===== src/rtl/serial_sub_pkg.sv =====
//------------------------------------------------------------------------------
// Module  : serial_sub_pkg
// Brief   : Shared state encoding and default sizing for serial_subtractor.
// Revision: 1.0 - initial release
//------------------------------------------------------------------------------
`default_nettype none

package serial_sub_pkg;

  // Operand width used when the instantiating level does not override it.
  localparam int DEFAULT_WIDTH = 8;

  // Controller states; encodings are fixed so they read the same in waveforms.
  typedef enum logic [1:0] {
    S_IDLE = 2'd0,
    S_RUN  = 2'd1,
    S_DONE = 2'd2
  } state_t;

endpackage

`default_nettype wire


===== src/rtl/serial_subtractor_cell.sv =====
//------------------------------------------------------------------------------
// Module  : half_subtractor / full_subtractor
// Brief   : 1-bit subtractor cell reused every clock by serial_subtractor.
//           The full subtractor chains two half subtractors; the borrow out
//           is the OR of the two partial borrows.
// Revision: 1.0 - initial release
//------------------------------------------------------------------------------
`default_nettype none

module half_subtractor (
  input  logic a,
  input  logic b,
  output logic d,
  output logic bo
);

  assign d  = a ^ b;
  assign bo = ~a & b;

endmodule

module full_subtractor (
  input  logic a,
  input  logic b,
  input  logic bin,
  output logic d,
  output logic bo
);

  logic w_d1;
  logic w_bo1;
  logic w_bo2;

  // First stage subtracts the operand bits.
  half_subtractor u_hs1 (
    .a  (a),
    .b  (b),
    .d  (w_d1),
    .bo (w_bo1)
  );

  // Second stage subtracts the incoming borrow from the partial difference.
  half_subtractor u_hs2 (
    .a  (w_d1),
    .b  (bin),
    .d  (d),
    .bo (w_bo2)
  );

  assign bo = w_bo1 | w_bo2;

endmodule

`default_nettype wire


===== src/rtl/serial_subtractor.sv =====
//------------------------------------------------------------------------------
// Module  : serial_subtractor
// Brief   : Bit-serial a - b controller. One full-subtractor cell processes
//           one bit per clock, LSB first, under a start/done handshake.
//           Optional macro SERIAL_SUB_SIGNED_OVF_EN adds a registered
//           two's-complement overflow flag (ovf).
// Revision: 1.0 - initial release
//------------------------------------------------------------------------------
`default_nettype none

module serial_subtractor
  import serial_sub_pkg::*;
#(
  parameter int WIDTH = DEFAULT_WIDTH,
  parameter int CNT_W = $clog2(WIDTH)
) (
  input  logic             clk,
  input  logic             rst,
  input  logic             start,
  input  logic [WIDTH-1:0] a,
  input  logic [WIDTH-1:0] b,
  output logic             busy,
  output logic             done,
  output logic [WIDTH-1:0] diff,
  output logic             bout
`ifdef SERIAL_SUB_SIGNED_OVF_EN
  ,
  output logic             ovf
`endif
);

  state_t             r_state;
  state_t             w_next;

  // In-flight shadow copies; the visible result registers stay untouched
  // until the final bit has been produced.
  logic [WIDTH-1:0]   r_sa;
  logic [WIDTH-1:0]   r_sb;
  logic [WIDTH-1:0]   r_res;
  logic               r_borrow;
  logic [CNT_W-1:0]   r_cnt;
  logic [WIDTH-1:0]   r_diff;
  logic               r_bout;

  logic               w_d;
  logic               w_bo;
  logic               w_accept;
  logic               w_last;
  logic [WIDTH-1:0]   w_res_next;

`ifdef SERIAL_SUB_SIGNED_OVF_EN
  logic               r_a_msb;
  logic               r_b_msb;
  logic               r_ovf;
`endif

  full_subtractor u_cell (
    .a   (r_sa[0]),
    .b   (r_sb[0]),
    .bin (r_borrow),
    .d   (w_d),
    .bo  (w_bo)
  );

  assign w_accept   = (r_state == S_IDLE) && start;
  assign w_last     = (r_cnt == CNT_W'(WIDTH - 1));
  // New difference bit enters at the MSB so the result ends up aligned
  // after exactly WIDTH shifts.
  assign w_res_next = (r_res >> 1) | {w_d, {(WIDTH-1){1'b0}}};

  // State register.
  always_ff @(posedge clk or posedge rst) begin
    if (rst) begin
      r_state <= S_IDLE;
    end else begin
      r_state <= w_next;
    end
  end

  // Next-state decode: one operation per WIDTH+2 cycles, start only seen in IDLE.
  always_comb begin
    w_next = r_state;
    case (r_state)
      S_IDLE:  if (start)  w_next = S_RUN;
      S_RUN:   if (w_last) w_next = S_DONE;
      S_DONE:  w_next = S_IDLE;
      default: w_next = S_IDLE;
    endcase
  end

  // Operand capture, bit-serial shift datapath and result commit.
  always_ff @(posedge clk or posedge rst) begin
    if (rst) begin
      r_sa     <= '0;
      r_sb     <= '0;
      r_res    <= '0;
      r_borrow <= 1'b0;
      r_cnt    <= '0;
      r_diff   <= '0;
      r_bout   <= 1'b0;
`ifdef SERIAL_SUB_SIGNED_OVF_EN
      r_a_msb  <= 1'b0;
      r_b_msb  <= 1'b0;
      r_ovf    <= 1'b0;
`endif
    end else if (w_accept) begin
      r_sa     <= a;
      r_sb     <= b;
      r_res    <= '0;
      r_borrow <= 1'b0;
      r_cnt    <= '0;
`ifdef SERIAL_SUB_SIGNED_OVF_EN
      r_a_msb  <= a[WIDTH-1];
      r_b_msb  <= b[WIDTH-1];
`endif
    end else if (r_state == S_RUN) begin
      r_sa     <= r_sa >> 1;
      r_sb     <= r_sb >> 1;
      r_res    <= w_res_next;
      r_borrow <= w_bo;
      if (w_last) begin
        // Counter parks at zero so it never runs past WIDTH-1.
        r_cnt  <= '0;
        r_diff <= w_res_next;
        r_bout <= w_bo;
`ifdef SERIAL_SUB_SIGNED_OVF_EN
        // w_d is the MSB of the final difference.
        r_ovf  <= (r_a_msb ^ r_b_msb) & (w_d ^ r_a_msb);
`endif
      end else begin
        r_cnt  <= r_cnt + CNT_W'(1);
      end
    end
  end

  assign busy = (r_state == S_RUN);
  assign done = (r_state == S_DONE);
  assign diff = r_diff;
  assign bout = r_bout;
`ifdef SERIAL_SUB_SIGNED_OVF_EN
  assign ovf  = r_ovf;
`endif

endmodule

`default_nettype wire


===== config.mk =====
export PLATFORM = sky130hd
export DESIGN_NAME = serial_subtractor
export DESIGN_NICKNAME = d
export VERILOG_FILES = /design/src/rtl/serial_sub_pkg.sv /design/src/rtl/serial_subtractor_cell.sv /design/src/rtl/serial_subtractor.sv
export SDC_FILE = /design/constraint.sdc
export NUM_CORES = 1
export LEC_CHECK = 0
export ABC_AREA = 1
export BUFFER_PORTS_ARGS = -buffer_cell sky130_fd_sc_hd__buf_2
export CAP_MARGIN = 0
export CELL_PAD_IN_SITES_DETAIL_PLACEMENT = 2
export CELL_PAD_IN_SITES_GLOBAL_PLACEMENT = 2
export CORE_UTILIZATION = 29
export DETAILED_ROUTE_END_ITERATION = 10
export PLACE_DENSITY_LB_ADDON = 0.12
export SLEW_MARGIN = 20
export SYNTH_ARGS = -nofsm -noshare
export SYNTH_HDL_FRONTEND = slang
export SYNTH_HIERARCHICAL = 1
export SYNTH_SLANG_ARGS = --single-unit

===== constraint.sdc =====
create_clock -name clk -period 1.1 [get_ports clk]
set_input_delay 0.165 -clock clk [delete_from_list [all_inputs] [get_ports clk]]
set_output_delay 0.165 -clock clk [all_outputs]
set_load 0.01 [all_outputs]

==> flow_summary.json, run 1 <==
{
  "cts_buffer_depth": 2,
  "cts_tree": "done",
  "cts_inserted_buffers": 5,
  "dp_cells": 302,
  "power_density_nw_per_um2": 2860,
  "synth.most_common_cell": "nand2_1",
  "yosys-top-cells-area": "dfrtp_1 (56%), nand3_1 (16%), nand2_1 (15%), ha_1 (3.0%), buf_4 (2.2%)",
  "diodes": 0,
  "hold_violations": 0,
  "pre_cts_ws_ps": -176,
  "antenna_left": 0,
  "cap_violations": 0,
  "grt_util_all_layers_pct": 25.3,
  "critical_path.max_fanout": 2,
  "netlist_instances": 194,
  "io_buffers": 29,
  "num_rows": 27,
  "synth-seq-cells": 38,
  "synth-edff-count": 0,
  "tns_ps": -5680,
  "core_region_area_um2": 5570,
  "post_drt_wl_per_cell_um": 24.8,
  "cts.sinks": 38,
  "fin_crit_sh_pct": 126,
  "drc": 0,
  "leakagePower_nw": 1.41,
  "antenna_found_initial": 0,
  "period_minus_slack_ps": 1390,
  "instances_no_fill": 334,
  "fmax_ghz": 0.722,
  "hp-class": "input port to register",
  "setup_slack_ps": -285,
  "path_class": "register to register",
  "worst_pin_slew_ps": 227,
  "grt_max_degree": 39,
  "syn_area_um2": 1690,
  "synthesis.nets": 217,
  "nFillCells": 572,
  "synth.avg_cell_area_um2": 8.70,
  "first_pass_iters": 4,
  "status": "finished, violations left",
  "final_max_slew_viol_count": 0,
  "maxSlewHeadroom_pct": 84.9,
  "ys_warn_count": 6,
  "arrival_ps": 1560,
  "crit_path_end_kind": "register",
  "pin_count": 30,
  "cts_root_buf": "clkbuf_8",
  "final-setup-viol-count": 40,
  "rsz0062_at_grt": "yes",
  "drt_iter0_markers": 69,
  "die-area_um2": 6130,
  "layout-drive-gt1-share_pct": 59.2,
  "die_w_um": 78.3,
  "fin_nets": 284,
  "path_clk_slew_ps": 90,
  "clk_latency_ps": 300,
  "ir_drop_v": 0.00127,
  "synth_top_cell_area_share_pct": 56.3,
  "synth_common_cells": "nand2_1 (69), nand3_1 (55), dfrtp_1 (38)",
  "htreeDepth": 2,
  "via_per_inst": 5.12,
  "first_global_vias": 1977,
  "gp_congestion": 0.712,
  "synthArstFlopShare_pct": 100,
  "synth_cell_types": 14,
  "fin_total_pwr_w": 0.00842,
  "required_ps": 1270,
  "synth_area_leader_cell": "dfrtp_1",
  "seq_area_frac_synth_pct": 56.3,
  "violations": "negative setup slack",
  "grt_pass1_wl_um": 11300,
  "vias": 1711,
  "grt.overflow.total": 0,
  "dp_hpwl_um": 3340,
  "die_h_um": 78.3,
  "critPathLaunchType": "register",
  "area_growth_pct": 74.4,
  "drt-total-wl_um": 8280,
  "fin_skew_ps": 14.7,
  "hold-worst-slack_ps": 61.1,
  "synthFlopType": "dfrtp_1",
  "initial_core_util_pct": 30.3
}
-- worst paths after layout --
path / from / to / slack, ps / cells after the start
worst max register to register: r_sa[0]$_DFFE_PP0P_ / diff[7]$_DFFE_PP0P_ / -290 / 8
worst min register to register: diff[0]$_DFFE_PP0P_ / diff[0]$_DFFE_PP0P_ / 510 / 2
max in group asynchronous: rst / r_state[1]$_DFFE_PP0P_ / 400 / 4
min in group asynchronous: rst / r_sa[6]$_DFFE_PP0P_ / 480 / 4
worst max-delay path: r_sa[0]$_DFFE_PP0P_ / diff[7]$_DFFE_PP0P_ / -290 / 8
worst min-delay path: b[7] / r_sb[7]$_DFFE_PP0P_ / 60 / 3
-- power by group --
part	switching (W)	internal, W	total, W
logic	0.00259	0.00215	0.00474
registers	0.000642	0.00200	0.00264
clock network	0.000537	0.000507	0.00104
total	0.00377	0.00465	0.00842
-- layout by cell type (no fill, tap or decap), drive strengths merged --
cell,count
dlygate4sd3,1
nand2,71
inv,9
buf,67
clkbuf,7
dfrtp,38
o21ai,1
ha,4
nand3,55
clkinv,2
nand3b,1
nor2,6
-- flip-flops by register name, indices dropped and copies added (netlist names) --
register	flops
r_res	7
r_sa	8
r_borrow	1
r_state	2
bout	1
diff	8
r_cnt	3
r_sb	8
-- metrics by stage --
stage,instance area [um2],util [%]
2_1_floorplan,1690,-
4_1_cts,2770,49.8
6_report,2940,52.8
3_3_place_gp,2010,36.1
3_5_place_dp,2010,36.1
5_1_grt,2940,52.8
-- cells by family after synthesis --
logic type               synth area share (%)
AO/OA/AOI/OAI                           0.296
adder cells (fa/ha/maj)                  2.97
buffers and inverters                    5.56
flip-flops                               56.3
AND/OR/NAND/NOR                          34.8
-- per-layer routing --
metal / global-route usage [%] / part of all wire (%)
met1: 29.8 / 40
met4: 7.41 / 1.7
met3: 5.00 / 2.6
met5: 0 / 0
met2: 46.1 / 56
-- critical path, stage by stage, from the launching register on --
cell and delay, ps:
dfrtp_1 420, inv_2 110, ha_4 210, inv_2 70, inv_2 50, ha_4 260
inv_4 40, nand2_2 50, nand2_1 50
-- layout make-up --
| type | count | area [um2] | share of cell area [%] |
|---|---|---|---|
| clock buffers | 7 | 86.3 | 2.93 |
| clock inverters | 1 | 5.00 | 0.170 |
| inverters | 10 | 50.0 | 1.70 |
| multi-input cells | 138 | 1110 | 37.7 |
| flip-flops and latches | 38 | 953 | 32.4 |
| well taps | 72 | 90.1 | 3.06 |
| repair buffers | 68 | 649 | 22.1 |
-- repair_timing --
action                                 in CTS  in global routing
hold buffers                                1                  0
endpoints found under the hold margin      38                  0
setup endpoints to repair                  37                 40
gates cloned                                7                  0
gates resized for setup                    82                 52
pin swaps                                  12                 19
setup buffers                              12                 10
No activity file was read; power rests on OpenSTA's default activity.
==> run 2: changes to the inputs <==
ABC_AREA = unset   (was 1)
CORE_UTILIZATION = 32   (was 29)
==> run 2 against run 1 <==
Net effect:
- the flow still finishes with violations (negative setup slack)
- final cell count decreased by 14%
- power down 0.57%
- sequential share of layout area is 0.32 points higher
- via count down 14%
- non-clock buffer count shrank 2
- critical path depth down 2
- wire length is 16% lower
- sequential power decreased by 2%
- area after synthesis up 0.74%
- critical path type unchanged
- largest power group unchanged
==> flow_summary.json, run 2 <==
{
  "status": "finished, violations left",
  "violations": "negative setup slack",
  "synth_top_family_by_area": "simple AND/OR/NAND/NOR gates",
  "grt_util_all_layers_pct": 24.0,
  "synthSimpleGateAreaFrac_pct": 21.0,
  "crit_path_max_incr_delay_ps": 400,
  "antenna_found_initial": 0,
  "met2_length_um": 3980,
  "rsz0062_at_grt": "yes",
  "cts_inserted_buffers": 5,
  "synthArstFlopShare_pct": 100,
  "layout_commonest_cell": "dfrtp_1",
  "diodes": 0,
  "hp-class": "input port to register",
  "crit_slowest_cell": "dfrtp_1",
  "synth_top_cell_area_share_pct": 55.9,
  "pre_cts_ws_ps": -406,
  "rr_worst_depth": 6,
  "fin_nets": 240,
  "gp_congestion": 0.669,
  "synth_common_cells": "dfrtp_1 (38), nor3_1 (25), nor2_1 (16)",
  "synth_cell_types": 29,
  "fin_skew_ps": 5.58,
  "syn_area_um2": 1700,
  "timing.rr.start": "r_sb[0]$_DFFE_PP0P_",
  "final_cell_mix": "dfrtp_1 (36), buf_2 (28), buf_4 (15)",
  "path_class": "register to register",
  "io_buffers": 29,
  "maxSlewHeadroom_pct": 76.1,
  "die_w_um": 74.9,
  "synthMuxAreaShare_pct": 5.96,
  "seq_area_frac_synth_pct": 55.9,
  "pin_count": 30,
  "ys_warn_count": 6,
  "initial_core_util_pct": 33.3,
  "path_clk_slew_ps": 80,
  "drt-total-wl_um": 6990,
  "drc": 0,
  "period_minus_slack_ps": 1530,
  "wl_met1_um": 2520,
  "final-setup-viol-count": 39,
  "synthesis.nets": 174,
  "num_rows": 26,
  "setup_slack_ps": -432,
  "critical_path.max_fanout": 2,
  "synth-xor-area-share_pct": 0,
  "worst_pin_slew_ps": 359,
  "min_delay_path_depth": 3,
  "die_h_um": 74.9,
  "cts_buffer_depth": 2,
  "required_ps": 1280,
  "netlist_instances": 151,
  "antenna_left": 0,
  "cts_root_buf": "clkbuf_8",
  "highest_layer": "met4",
  "grt_max_degree": 39,
  "cap_violations": 0,
  "grt.overflow.total": 0,
  "min_to": "r_sb[5]$_DFFE_PP0P_",
  "fin_total_pwr_w": 0.00837,
  "leakagePower_nw": 1.34,
  "synth.avg_cell_area_um2": 11.3,
  "layout-drive-gt1-share_pct": 64.1,
  "regToRegSetupSlack_ps": -430,
  "clk_latency_ps": 290,
  "synthAdderAreaFrac_pct": 2.94,
  "synth_compound_area_share_pct": 8.98,
  "via_per_inst": 5.11,
  "arrival_ps": 1710,
  "critPathLaunchType": "register",
  "final_max_slew_viol_count": 0,
  "cts_tree": "done",
  "synthFlopType": "dfrtp_1",
  "fmax_ghz": 0.653,
  "cts.sinks": 38,
  "r2r-end": "bout$_DFFE_PP0P_",
  "ir_drop_v": 0.00129,
  "wl_met3_um": 287,
  "fin_crit_sh_pct": 139,
  "area_growth_pct": 71.4,
  "vias": 1468,
  "nFillCells": 488,
  "drt_iter0_markers": 37,
  "dp_hpwl_um": 2920,
  "min_from": "b[5]",
  "yosys-top-cells-area": "dfrtp_1 (56%), nor3_1 (7.4%), mux2_2 (5.3%), nor3b_1 (5.3%), a22o_1 (5.2%)",
  "first_pass_iters": 4,
  "dp_cells": 253,
  "synth-seq-cells": 38,
  "power_density_nw_per_um2": 2870,
  "synth-edff-count": 0,
  "cp_cell_sequence": "ha_1 > inv_1 > inv_2 > ha_4 > or2_4 > mux2_2",
  "grt_pass1_wl_um": 9240,
  "core_region_area_um2": 5110,
  "synth.most_common_cell": "dfrtp_1",
  "die-area_um2": 5610,
  "htreeDepth": 2,
  "crit_path_end_kind": "register",
  "hold_violations": 0,
  "synth_area_leader_cell": "dfrtp_1",
  "post_drt_wl_per_cell_um": 24.3,
  "first_global_vias": 1693,
  "instances_no_fill": 287
}
-- run 2: area by class of cell --
cell class / instances / area [um2] / share of cell area (%)
Multi-Input combinational cell: 99 / 1110 / 38.0
Sequential cell: 38 / 953 / 32.7
Timing Repair Buffer: 66 / 624 / 21.4
Tap cell: 70 / 87.6 / 3.00
Clock buffer: 6 / 82.6 / 2.83
Clock inverter: 1 / 30.0 / 1.03
Inverter: 7 / 28.8 / 0.987
-- run 2: worst max-delay path, delay by kind of cell (launching register included) --
family	cells	cell delay, ps
simple gates	1	230
flops	1	400
mux	1	260
buf+inv	2	110
fa+ha+maj	2	420
-- run 2: worst max-delay path by stage --
stage	startpoint	end	slack [ps]	cells past startpoint
after floorplan	r_sb[0]$_DFFE_PP0P_	bout$_DFFE_PP0P_	-340	6
after global placement	r_sa[0]$_DFFE_PP0P_	bout$_DFFE_PP0P_	-370	7
after detailed placement	r_sa[0]$_DFFE_PP0P_	bout$_DFFE_PP0P_	-410	7
after CTS	r_sa[0]$_DFFE_PP0P_	bout$_DFFE_PP0P_	-410	7
after global routing	r_sa[0]$_DFFE_PP0P_	bout$_DFFE_PP0P_	-490	7
final	r_sb[0]$_DFFE_PP0P_	bout$_DFFE_PP0P_	-430	6
-- run 2: through the flow --
step	setup TNS [ps]	utilization, %	cell area [um2]	hold slack, ps
after global routing	-10330	57.1	2920	154
after CTS	-6390	53.0	2710	117
after detailed placement	-4410	39.9	2040	262
after floorplan	-2290	-	1760	305
after global placement	-3610	39.9	2040	229
final	-8800	57.1	2920	140
-- run 2: kinds of logic (layout without fill, tap and decap cells) --
logic type | Yosys count | after routing
and+or+nand+nor | 65 | 67
DFF | 38 | 38
AOI/OAI and AO/OA | 18 | 19
buffers and inverters | 17 | 80
muxes | 9 | 9
adders and majority gates | 4 | 4
-- run 2: repair_timing --
action,4_1_cts,5_1_grt
gates cloned,8,0
pin swaps,30,11
endpoints found under the setup margin,38,40
hold buffers,1,0
resized for setup,65,35
endpoints found under the hold margin,38,0
setup buffers,13,9
-- run 2: metal layers --
layer / up-vias / GRT usage [%]
met5: - / 0
met4: 0 / 6.29
met3: 14 / 5.76
met2: 41 / 49.4
met1: 744 / 23.4
li1: 669 / -
-- run 2: report_power, final --
part	switching [W]	leakage, nW	internal [W]	total [W]
logic	0.00204	0.816	0.00251	0.00455
registers	0.000556	0.468	0.00203	0.00258
clock network	0.000516	0.0573	0.000726	0.00124
total	0.00311	1.34	0.00526	0.00837
==> run 3: changes to the inputs <==
TNS_END_PERCENT = 30   (was unset)
==> run 3 against run 2 <==
Net effect:
- final area fell by 11%
- setup slack improved by 3.9 ps
- power fell by 12%
- hold slack got worse by 13 ps
- critical path depth rose by 1
- sequential power fell by 2%
- sequential share of layout area rose by 4.0 points
- the run still ends with negative setup slack left
- via count fell by 5.4%
- first-iteration DRC count rose by 78%
- fmax rose by 0.26%
- critical endpoint unchanged
- largest cell class is now sequential cells
- wire length fell by 23%
==> flow_summary.json, run 3 (synthesized netlist as in run 2, its figures left out) <==
{
  "cp_cell_sequence": "inv_2 > ha_4 > inv_2 > inv_2 > ha_4 > or2_4 > mux2_4",
  "antenna_found_initial": 0,
  "hp-class": "input port to register",
  "leakagePower_nw": 1.25,
  "rr_worst_depth": 7,
  "grt_util_all_layers_pct": 20.1,
  "area_growth_pct": 52.8,
  "critical_path.max_fanout": 2,
  "post-route-cell-area_um2": 2600,
  "crit_start": "r_sa[0]$_DFFE_PP0P_",
  "die_w_um": 74.9,
  "crit_slowest_cell": "dfrtp_1",
  "worst_pin_slew_ps": 264,
  "final_max_slew_viol_count": 0,
  "cpMostUsedCell": "inv_2",
  "required_ps": 1280,
  "layout_commonest_cell": "dfrtp_1",
  "grt_pass1_wl_um": 7940,
  "die-area_um2": 5610,
  "cts_tree": "done",
  "core_region_area_um2": 5110,
  "multi_input_area_um2": 942,
  "final-setup-viol-count": 38,
  "hold_violations": 0,
  "setup_slack_ps": -428,
  "drc": 0,
  "fin_util_pct": 50.9,
  "cap_violations": 0,
  "layout-drive-gt1-share_pct": 57.8,
  "cts_inserted_buffers": 5,
  "first_global_vias": 1503,
  "timing.rr.start": "r_sa[0]$_DFFE_PP0P_",
  "pin_count": 30,
  "tns_ps": -7800,
  "io_buffers": 29,
  "die_h_um": 74.9,
  "period_minus_slack_ps": 1530,
  "grt_use_met1_pct": 24.6,
  "path_class": "register to register",
  "fmax_ghz": 0.654,
  "htreeDepth": 2,
  "fin_crit_sh_pct": 139,
  "crit_path_end_kind": "register",
  "dp_hpwl_um": 2920,
  "antenna_left": 0,
  "grt_most_used_layer": "met2",
  "initial_core_util_pct": 33.3,
  "final_cell_mix": "dfrtp_1 (36), buf_2 (28), buf_4 (19)",
  "violations": "negative setup slack",
  "cts_root_buf": "clkbuf_8",
  "hold-worst-slack_ps": 127,
  "grt_max_degree": 39,
  "rsz0062_at_grt": "yes",
  "grt.overflow.total": 0,
  "critPathLaunchType": "register",
  "seqCellArea_um2": 953,
  "pre_cts_ws_ps": -456,
  "grt.met2_usage_pct": 35.4,
  "arrival_ps": 1710,
  "post_dp_cell_area_um2": 2070,
  "num_rows": 26,
  "cts_buffer_depth": 2,
  "gp_congestion": 0.739,
  "cts.sinks": 38,
  "diodes": 0,
  "nFillCells": 518,
  "fin_skew_ps": 8.81,
  "min_from": "a[7]",
  "drt_iter0_markers": 66,
  "vias": 1388,
  "drt-total-wl_um": 5360,
  "min_delay_path_depth": 3,
  "first_pass_iters": 4,
  "path_clk_slew_ps": 80,
  "fin_nets": 234,
  "crit_path_max_incr_delay_ps": 400,
  "clk_latency_ps": 290,
  "met3_usage_pct": 4.42,
  "ir_drop_v": 0.000995,
  "via_per_inst": 4.94,
  "post_drt_wl_per_cell_um": 19.1,
  "status": "finished, violations left",
  "power_density_nw_per_um2": 2820,
  "maxSlewHeadroom_pct": 82.4
}
-- run 3: cell types whose count changed in the layout (fill, tap and decap cells not counted), moves of 3 or more --
cell	previous run	this run
buf_4	15	19
nor2_2	4	0
buf_6	11	8
nor3_4	7	3
buf_16	3	0
nor2_1	11	15
nor3b_2	7	4
nor3b_1	3	7
nor3_1	7	12
-- run 3: worst max-delay path: cells and delay by family (launching register included) --
| kind | cells | cell delay [ps] |
|---|---|---|
| buf+inv | 3 | 180 |
| fa+ha+maj | 2 | 330 |
| mux | 1 | 270 |
| simple gates | 1 | 230 |
| flops | 1 | 400 |
-- run 3: what timing repair did --
action | CTS | global route
pin swaps | 19 | 10
hold endpoints to repair | 38 | 0
resized for setup | 42 | 27
hold buffers | 1 | 0
cloned | 1 | 0
setup endpoints to repair | 39 | 39
setup buffers | 12 | 5
-- run 3: final timing paths --
path	end	slack, ps
min in group asynchronous	r_res[6]$_DFFE_PP0P_	470
max in group asynchronous	r_state[1]$_DFFE_PP0P_	420
hold reg to reg	diff[2]$_DFFE_PP0P_	510
setup reg to reg	bout$_DFFE_PP0P_	-430
hold / removal	r_sa[7]$_DFFE_PP0P_	130
setup / recovery	bout$_DFFE_PP0P_	-430
-- run 3: through the flow --
step | total power (W) | instances
after floorplan | 0.00399 | 151
after global placement | 0.00481 | 256
after detailed placement | 0.00503 | 256
after CTS | 0.00682 | 277
after global routing | 0.00783 | 281
final | 0.00733 | 281
-- run 3: per-layer routing --
layer / wire length [um] / part of all wire, %
met5: 0 / 0
met4: 40 / 0.75
met3: 159 / 3.0
met2: 2850 / 53
met1: 2300 / 43
-- run 3: area by class of cell --
type                            instances  share of cell area [%]
Multi-Input combinational cell         96                    36.3
Inverter                                7                    1.11
Timing Repair Buffer                   63                    19.5
Clock buffer                            5                    2.65
Clock inverter                          2                   0.385
Tap cell                               70                    3.37
Sequential cell                        38                    36.7
-- run 3: power by group --
part           total (W)  internal (W)  leakage (nW)  switching [W]
Combinational    0.00387       0.00217         0.735        0.00170
Sequential       0.00253       0.00203         0.468       0.000504
Clock           0.000926      0.000426        0.0438       0.000500
Total            0.00733       0.00463          1.25        0.00270
